### src/rtl/goal_referee.sv
// Match referee: detects goals from puck position, pulses the score and timer
// controls, and runs the IDLE/PLAY/HOLD/OVER match state machine.
module goal_referee #(
  parameter int X_W         = 8,
  parameter int Y_W         = 7,
  parameter int SCREEN_W    = 160,
  parameter int GOAL_Y_MIN  = 40,
  parameter int GOAL_Y_MAX  = 80,
  parameter int HOLD_FRAMES = 30,
  parameter int WIN_SCORE   = 6
) (
  input  logic           clock,
  input  logic           reset_n,
  input  logic           frame_tick,
  input  logic [X_W-1:0] puck_x,
  input  logic [Y_W-1:0] puck_y,
  input  logic           start,
  input  logic           time_expired,
  output logic           goal_p1,
  output logic           goal_p2,
  output logic           puck_reset,
  output logic           timer_enable,
  output logic           clear_sig,
  output logic           game_over,
  output logic [1:0]     winner
);

  localparam int HOLD_W = $clog2(HOLD_FRAMES + 1);

  typedef enum logic [1:0] {S_IDLE, S_PLAY, S_HOLD, S_OVER} state_e;

  state_e             state_q, state_d;
  logic [2:0]         p1_cnt_q, p1_cnt_d;
  logic [2:0]         p2_cnt_q, p2_cnt_d;
  logic [HOLD_W-1:0]  hold_cnt_q, hold_cnt_d;
  logic               goal_p1_q, goal_p1_d;
  logic               goal_p2_q, goal_p2_d;
  logic               puck_reset_q, puck_reset_d;
  logic               clear_sig_q, clear_sig_d;
  logic [1:0]         winner_q, winner_d;

  logic in_mouth, p2_hit, p1_hit;

  function automatic logic [2:0] sat_inc(input logic [2:0] c);
    return (c == 3'(WIN_SCORE)) ? c : c + 3'd1;
  endfunction

  function automatic logic [1:0] calc_winner(input logic [2:0] a, input logic [2:0] b);
    if (a > b)      return 2'b01;
    else if (b > a) return 2'b10;
    else            return 2'b11;
  endfunction

  // P2 owns the left goal; on a degenerate one-pixel field P2 wins the tie.
  assign in_mouth = (puck_y >= Y_W'(GOAL_Y_MIN)) && (puck_y <= Y_W'(GOAL_Y_MAX));
  assign p2_hit   = frame_tick && (puck_x == '0) && in_mouth;
  assign p1_hit   = frame_tick && (puck_x >= X_W'(SCREEN_W - 1)) && in_mouth && !p2_hit;

  always_comb begin
    // NOTE: every variable gets a default before the case so no latches are inferred.
    state_d      = state_q;
    p1_cnt_d     = p1_cnt_q;
    p2_cnt_d     = p2_cnt_q;
    hold_cnt_d   = hold_cnt_q;
    winner_d     = winner_q;
    goal_p1_d    = 1'b0;
    goal_p2_d    = 1'b0;
    puck_reset_d = 1'b0;
    clear_sig_d  = 1'b0;

    unique case (state_q)
      S_IDLE: begin
        // The clear pulse cycle is spent in IDLE; PLAY begins right after it.
        if (clear_sig_q) begin
          state_d = S_PLAY;
        end else if (start) begin
          clear_sig_d = 1'b1;
          p1_cnt_d    = '0;
          p2_cnt_d    = '0;
          hold_cnt_d  = '0;
          winner_d    = 2'b00;
        end
      end

      S_PLAY: begin
        if (p2_hit) begin
          goal_p2_d    = 1'b1;
          puck_reset_d = 1'b1;
          p2_cnt_d     = sat_inc(p2_cnt_q);
          state_d      = S_HOLD;
        end else if (p1_hit) begin
          goal_p1_d    = 1'b1;
          puck_reset_d = 1'b1;
          p1_cnt_d     = sat_inc(p1_cnt_q);
          state_d      = S_HOLD;
        end
        if (time_expired) begin
          state_d  = S_OVER;
          winner_d = calc_winner(p1_cnt_d, p2_cnt_d);
        end
      end

      S_HOLD: begin
        if (frame_tick) begin
          if (hold_cnt_q == HOLD_W'(HOLD_FRAMES - 1)) begin
            hold_cnt_d = '0;
            if ((p1_cnt_q == 3'(WIN_SCORE)) || (p2_cnt_q == 3'(WIN_SCORE))) begin
              state_d  = S_OVER;
              winner_d = calc_winner(p1_cnt_q, p2_cnt_q);
            end else begin
              state_d = S_PLAY;
            end
          end else begin
            hold_cnt_d = hold_cnt_q + HOLD_W'(1);
          end
        end
      end

      S_OVER: begin
        if (start) begin
          clear_sig_d = 1'b1;
          p1_cnt_d    = '0;
          p2_cnt_d    = '0;
          hold_cnt_d  = '0;
          winner_d    = 2'b00;
          state_d     = S_IDLE;
        end
      end

      default: state_d = S_IDLE;
    endcase
  end

  always_ff @(posedge clock or posedge reset_n) begin
    if (reset_n) begin
      state_q      <= S_IDLE;
      p1_cnt_q     <= '0;
      p2_cnt_q     <= '0;
      hold_cnt_q   <= '0;
      goal_p1_q    <= 1'b0;
      goal_p2_q    <= 1'b0;
      puck_reset_q <= 1'b0;
      clear_sig_q  <= 1'b0;
      winner_q     <= 2'b00;
    end else begin
      state_q      <= state_d;
      p1_cnt_q     <= p1_cnt_d;
      p2_cnt_q     <= p2_cnt_d;
      hold_cnt_q   <= hold_cnt_d;
      goal_p1_q    <= goal_p1_d;
      goal_p2_q    <= goal_p2_d;
      puck_reset_q <= puck_reset_d;
      clear_sig_q  <= clear_sig_d;
      winner_q     <= winner_d;
    end
  end

  assign goal_p1      = goal_p1_q;
  assign goal_p2      = goal_p2_q;
  assign puck_reset   = puck_reset_q;
  assign clear_sig    = clear_sig_q;
  assign timer_enable = (state_q == S_PLAY);
  assign game_over    = (state_q == S_OVER);
  assign winner       = winner_q;

endmodule

### config.mk
export PLATFORM = sky130hd
export DESIGN_NAME = goal_referee
export DESIGN_NICKNAME = d
export VERILOG_FILES = /design/src/rtl/goal_referee.sv
export SDC_FILE = /design/constraint.sdc
export NUM_CORES = 1
export LEC_CHECK = 0
export ABC_CLOCK_PERIOD_IN_PS = 3800
export CORE_AREA = 2 2 56 58
export CTS_CLUSTER_SIZE = 8
export DETAILED_ROUTE_END_ITERATION = 8
export DIE_AREA = 0 0 58 60
export PLACE_DENSITY = 0.81
export RECOVER_POWER = 25
export SYNTH_ARGS = -nofsm -noshare
export SYNTH_HDL_FRONTEND = slang
export SYNTH_SLANG_ARGS = --single-unit
### constraint.sdc
create_clock -name clock -period 3.8 [get_ports clock]
set_clock_uncertainty 0.1 [all_clocks]
set_input_delay 0.38 -clock clock [delete_from_list [all_inputs] [get_ports clock]]
set_output_delay 0.38 -clock clock [all_outputs]
set_load 0.05 [all_outputs]
### Yosys cells after proc, flatten, opt, wreduce, memory -nomap -nowiden

Index checks and enable logic that the tools add are counted.

* $add $sub $neg: 3
* magnitude comparators: 7
* equality and inequality tests: 14
* multiplexer cells: 48
* reductions and logical operators: 16

Operators with widths (count)
* $mux 3: 11
* $mux 2: 16
* $mux 5: 4
* $pmux 3 s3: 2
* $pmux 2 s4: 2
* $pmux 5 s3: 1
* $ne 2x2->1 const B: 7
* $gt 3x3->1: 4
* $mux 1: 11
* $reduce_and 5->1: 2
* $ge 8x8->1 const B: 1
* $logic_not 8->1: 1
* $ge 7x6->1 const B: 1
* $le 7x7->1 const B: 1
* $add 3x1->3 const B: 2
* $eq 3x3->1 const B: 2
* $logic_and 1x1->1: 6
* $reduce_bool 3->1: 2
* $add 5x1->5 const B: 1
* $eq 5x5->1 const B: 1
* $eq 2x2->1 const B: 2
* $ne 4x2->1 const B: 1
* $reduce_and 3->1: 1
* $eq 2x1->1 const B: 1
* 5 further kinds: 5

* register bits after elaboration: 19
* input port bits: 20
* output and inout port bits: 8
* logic and storage cells: 97

### Depth between registers and ports, before layout

* depth after elaboration: 13
* depth in mapped cells: 12
* depth with buffers taken out: 11

### Least setup slack after synthesis

No wires, ideal clock.

* path type: input to register
* from: input puck_y[5]
* to: register winner_q[1], in the netlist winner[1]
* setup time: 0.121 ns
* arrival time: 2.397 ns
* required time: 3.579 ns
* setup slack: 1.182 ns
* stages on the path: 11
* buffers on the path: 1
* path through: and2b_1 a21oi_4 nor4_4 buf_6 mux2_1 ha_1 nor2b_1 o21a_1 o21ai_0 a21oi_1 a22o_1

* word-level cells in the longest chain between the ends: 12
* elaborated cells on any way between the ends: 16
* classes of those cells: 3 x order compare; 8 x mux; 5 x reduce/logical

Ends and longest elaborated chain
* from (decl): line 16 `input logic [Y_W-1:0] puck_y,`
* $ge 7x6->1 or $le 7x7->1 (tied branches): line 55 `assign in_mouth = (puck_y >= Y_W'(GOAL_Y_MIN)) && (puck_y <= Y_W'(GOAL_Y_MAX));`
* $logic_and 1x1->1 (*): line 55
* $logic_and 1x1->1: line 56 `assign p2_hit = frame_tick && (puck_x == '0) && in_mouth;`
* $logic_not 1->1: line 57 `assign p1_hit = frame_tick && (puck_x >= X_W'(SCREEN_W - 1)) && in_mouth && !p2_hit;`
* $logic_and 1x1->1: line 57
* $mux 3: line 91 `end else if (p1_hit) begin`
* $mux 3: line 86 `if (p2_hit) begin`
* $mux 3: line 71 `unique case (state_q)`
* $gt 3x3->1 (*): line 49 `if (a > b) return 2'b01;`
* $mux 2 (*): line 49
* $mux 2 (*): line 97 `if (time_expired) begin`
* $pmux 2 s4 (*): line 71
* to (signal assigned): line 154 `winner_q <= winner_d;`
* to (decl): line 40 `logic [1:0] winner_q, winner_d;`

Every way passes the cells marked *; elsewhere a longest branch is shown, timed or not. The select of a mux whose other input is x is not followed.
A chain may end at the register's enable or synchronous reset.

### Final worst setup path

* from: input puck_y[1]
* to: register winner_q[0], in the netlist winner[0]

* word-level cells in the longest chain between the ends: 13
* elaborated cells on any way between the ends: 18
* classes of those cells: 4 x order compare; 9 x mux; 5 x reduce/logical

Ends and longest elaborated chain
* $ge 7x6->1 or $le 7x7->1 (tied branches): line 55
* $logic_and 1x1->1 (*): line 55
* $logic_and 1x1->1: line 56
* $logic_not 1->1: line 57
* $logic_and 1x1->1: line 57
* $mux 3: line 91
* $mux 3: line 86
* $mux 3: line 71
* $gt 3x3->1: line 50 `else if (b > a) return 2'b10;`
* $mux 1: line 50
* $mux 2 (*): line 49
* $mux 2 (*): line 97
* $pmux 2 s4 (*): line 71

Marks and branches as above.

==> impl_results.rst <==
.. list-table::
   :header-rows: 1

   * - Metric
     - Value
   * - Run status
     - completed
   * - Total track usage
     - 0.221
   * - Synth Instances
     - 162
   * - Met3 routed WL
     - 215 um
   * - Leading cell types by total area after synthesis
     - dfrtp_1, ha_1, inv_1
   * - DIE HEIGHT
     - 60 um
   * - Number of placed cells counting well taps
     - 220
   * - Placement Cell Area
     - 1830 um2
   * - Met2 wirelength from detailed routing
     - 1630 um
   * - Hold violation count in the final report
     - 0
   * - Critical Path RT
     - 3.92 ns
   * - Startpoint types
     - input port
   * - CTS Root Cell
     - clkbuf_4
   * - Share of synthesized area occupied by flip-flops and latches
     - 0.311
   * - Core footprint
     - 2900 um2
   * - Count of cell types in the netlist
     - 54
   * - Syn Nets
     - 199
   * - Wire length of the first global-routing pass
     - 5870 um
   * - Highest layer used for signal routing
     - met4
   * - Clk pin slew, worst setup/hold paths
     - 0.11 ns
   * - Top post-synthesis cells by count
     - dfrtp_1, ha_1, inv_1
   * - Fraction of the core area covered by cells at the end of the flow
     - 0.639
   * - Area growth syn-to-layout
     - 21.3%
   * - # port buffers
     - 27
   * - Number of rows in the core area
     - 20
   * - Post-CTS resize count
     - 0
   * - CP endpoint kind
     - register
   * - Async set-or-reset flop fraction in the synthesized netlist
     - 1.00
   * - Critical Path Source
     - puck_y[1]
   * - Category of the most critical setup path
     - in -> reg
   * - Initial Util
     - 0.527
   * - Die footprint
     - 3480 um2
   * - Routability congestion estimate
     - 0.901
   * - Violation count after the first detailed-route iteration
     - 44
   * - Cells along the critical path
     - clkdlybuf4s50_1, nor4_4, nor2_1, nor3_4, mux2i_1, ha_1, nor2b_1, o21a_1, o21ai_0, a22oi_1, o31ai_1
   * - Buffers inserted during post-CTS setup optimization
     - 0
   * - Sum Neg Setup Slack
     - 0 ns
   * - Static Leakage
     - 0.803 nW
   * - CP max FO
     - 8
   * - Setup repair after global routing missed its margin
     - false
   * - Final layout net count
     - 229
   * - Routed wire length
     - 3450 um
   * - Detail-routed net length per standard cell
     - 15.4 um
   * - Initial antenna violation count
     - 0
   * - Main synth FF type
     - dfrtp_1
   * - Summed area of non-filler cells in the final layout
     - 1860 um2
   * - Critical Path Slowest Stage Cell
     - clkdlybuf4s50_1
   * - Fin. max-slew vios
     - 0
   * - Total number of yosys warnings
     - 0
   * - Congestion Overflow GR
     - 0
   * - Sum of routed wire segments on met1
     - 1480 um
   * - Pin count of the biggest net entering global routing
     - 20
   * - Number of diodes
     - 0
   * - Reg2reg setup slack
     - 1.37 ns
   * - HPWL after DPL
     - 2740 um
   * - Maximum buffer depth of the clock tree
     - 2
   * - Delay of the slowest critical-path stage
     - 0.46 ns
   * - Beginning of the worst hold path
     - winner[1]$_DFFE_PP0P_
   * - Part of the cycle the worst path needs
     - 0.748
   * - Post-synthesis instance area
     - 1530 um2
   * - Final non-filler cell total
     - 224
   * - Die width
     - 58 um
   * - Fmax
     - 352 MHz
   * - Relative slew margins
     - 0.500
   * - CTS tree
     - built
   * - Reported max-cap violation count
     - 0
   * - Insertion delay to the later sink of the worst-skew pair
     - 0.31 ns
   * - Count of TritonRoute iterations in the first routing pass
     - 4
   * - Cell accounting for the most synthesized area
     - dfrtp_1
   * - I/O pin count
     - 28
   * - Arrival @ worst endpoint
     - 2.96 ns
   * - Post-route DRC
     - 0
   * - Maximum level of the CTS H-tree
     - 1
   * - Transition time of the tightest slew-check pin
     - 0.749 ns
   * - CTS Hold Buffers Added
     - 0
   * - Total via count after detailed routing
     - 1320
   * - Combined area of the multi-input logic cells
     - 981 um2
   * - Launch instance of the worst register-to-register path
     - p2_cnt_q[0]$_DFFE_PP0P_
   * - Avg Cell Area, Syn
     - 9.45 um2
   * - Maximum resistive drop on vdd
     - 0.000453 V
   * - CTS Sinks
     - 19
   * - Number of global-route vias before repair
     - 1360
   * - Most common cell in the netlist
     - dfrtp_1
   * - Register bit total from synthesis
     - 19
   * - TritonCTS Buffers
     - 3
   * - Total setup violations reported at the end of the flow
     - 0
   * - Via-to-Cell Ratio
     - 5.89
   * - Top-area cell type share of the netlist area
     - 0.311
   * - Footprint of the flip-flops and latches
     - 475 um2
   * - Share of post-route cells with drive strength above 1
     - 0.105
   * - Hold crit path type
     - reg -> reg
   * - Number of enable flip-flop cells after synthesis
     - 0
   * - Pwr per Cell Area
     - 523 nW/um2
   * - Fillers
     - 244
   * - Period minus WS final
     - 2.84 ns
   * - Number of antenna-violating nets in the routed design
     - 0
routing by layer:
| layer | global-route usage | vias to the layer above |
|---|---|---|
| li1 | - | 653 |
| met1 | 0.262 | 609 |
| met2 | 0.380 | 46 |
| met3 | 0.0411 | 12 |
| met4 | 0.120 | 0 |
| met5 | 0 | - |
report_power, final:
group	internal [mW]	switching, mW	leakage (nW)
clock network	0.0394	0.0694	0.0177
registers	0.236	0.0368	0.258
logic	0.232	0.357	0.527
state kept, by name (all words and copies together) (netlist names):
| signal | flops |
|---|---|
| hold_cnt_q | 5 |
| winner | 2 |
| goal_p1 | 1 |
| clear_sig | 1 |
| p1_cnt_q | 3 |
| p2_cnt_q | 3 |
| state_q | 2 |
| puck_reset | 1 |
| goal_p2 | 1 |
metrics by stage:
| stage | hold WS, ns | setup WS (ns) | power [mW] |
|---|---|---|---|
| after floorplan | 0.231 | 1.18 | 0.701 |
| after global placement | 0.366 | 0.756 | 0.840 |
| after detailed placement | 0.390 | 0.608 | 0.860 |
| after CTS | 0.407 | 0.956 | 0.970 |
| after global routing | 0.448 | 0.715 | 1.04 |
| final | 0.427 | 0.959 | 0.971 |
cells in the final DEF (no fill, tap or decap), types with 2 or more instances in the layout:
master | Yosys | layout
o21a_1 | 3 | 3
o21ai_0 | 8 | 8
nand2_1 | 11 | 11
nor2_1 | 12 | 12
and3_1 | 2 | 2
and2_1 | 2 | 2
nor2b_1 | 4 | 4
nor3_1 | 2 | 2
o311ai_1 | 2 | 2
a21o_1 | 2 | 2
clkbuf_4 | 0 | 3
or3_1 | 2 | 2
a31oi_1 | 2 | 2
xnor2_1 | 2 | 2
inv_1 | 14 | 14
nor4_4 | 2 | 2
mux2i_1 | 5 | 5
dfrtp_1 | 19 | 19
nand3_1 | 6 | 6
nor4_2 | 2 | 2
o22ai_1 | 3 | 3
a21oi_1 | 6 | 6
nand2b_1 | 2 | 2
clkdlybuf4s50_1 | 0 | 26
ha_1 | 17 | 17
worst paths after layout:
check,endpoint,depth (start not counted)
max,winner[0]$_DFFE_PP0P_,11
min,winner[1]$_DFFE_PP0P_,1
max reg2reg,winner[0]$_DFFE_PP0P_,11
min reg2reg,winner[1]$_DFFE_PP0P_,1
max in group asynchronous,winner[0]$_DFFE_PP0P_,2
min in group asynchronous,hold_cnt_q[2]$_DFFE_PP0P_,2
critical path: cells and delay by family:
kind                       cells  cell delay [ns]
AOI/OAI and AO/OA              4             0.60
adders and majority gates      1             0.27
buffers and inverters          1             0.46
muxes                          1             0.30
and+or+nand+nor                4             0.95
area by class of cell:
| class | instances | area share |
|---|---|---|
| clock buffer | 3 | 0.0121 |
| clock inverter | 1 | 0.00270 |
| inverter | 14 | 0.0283 |
| multi-input combinational | 126 | 0.529 |
| sequential | 19 | 0.256 |
| tap | 33 | 0.0223 |
| timing repair buffer | 28 | 0.150 |
cells by family (layout without fill, tap and decap cells):
logic type,after synthesis,after routing,synth area share
AND/OR/NAND/NOR,57,57,0.235
AO/OA/AOI/OAI,42,42,0.202
flip-flops,19,19,0.311
adder cells (fa/ha/maj),17,17,0.139
buffers and inverters,17,46,0.0482
multiplexers,7,7,0.0474
XOR/XNOR,3,3,0.0172
Note: power is estimated with default switching activity, not from simulation.
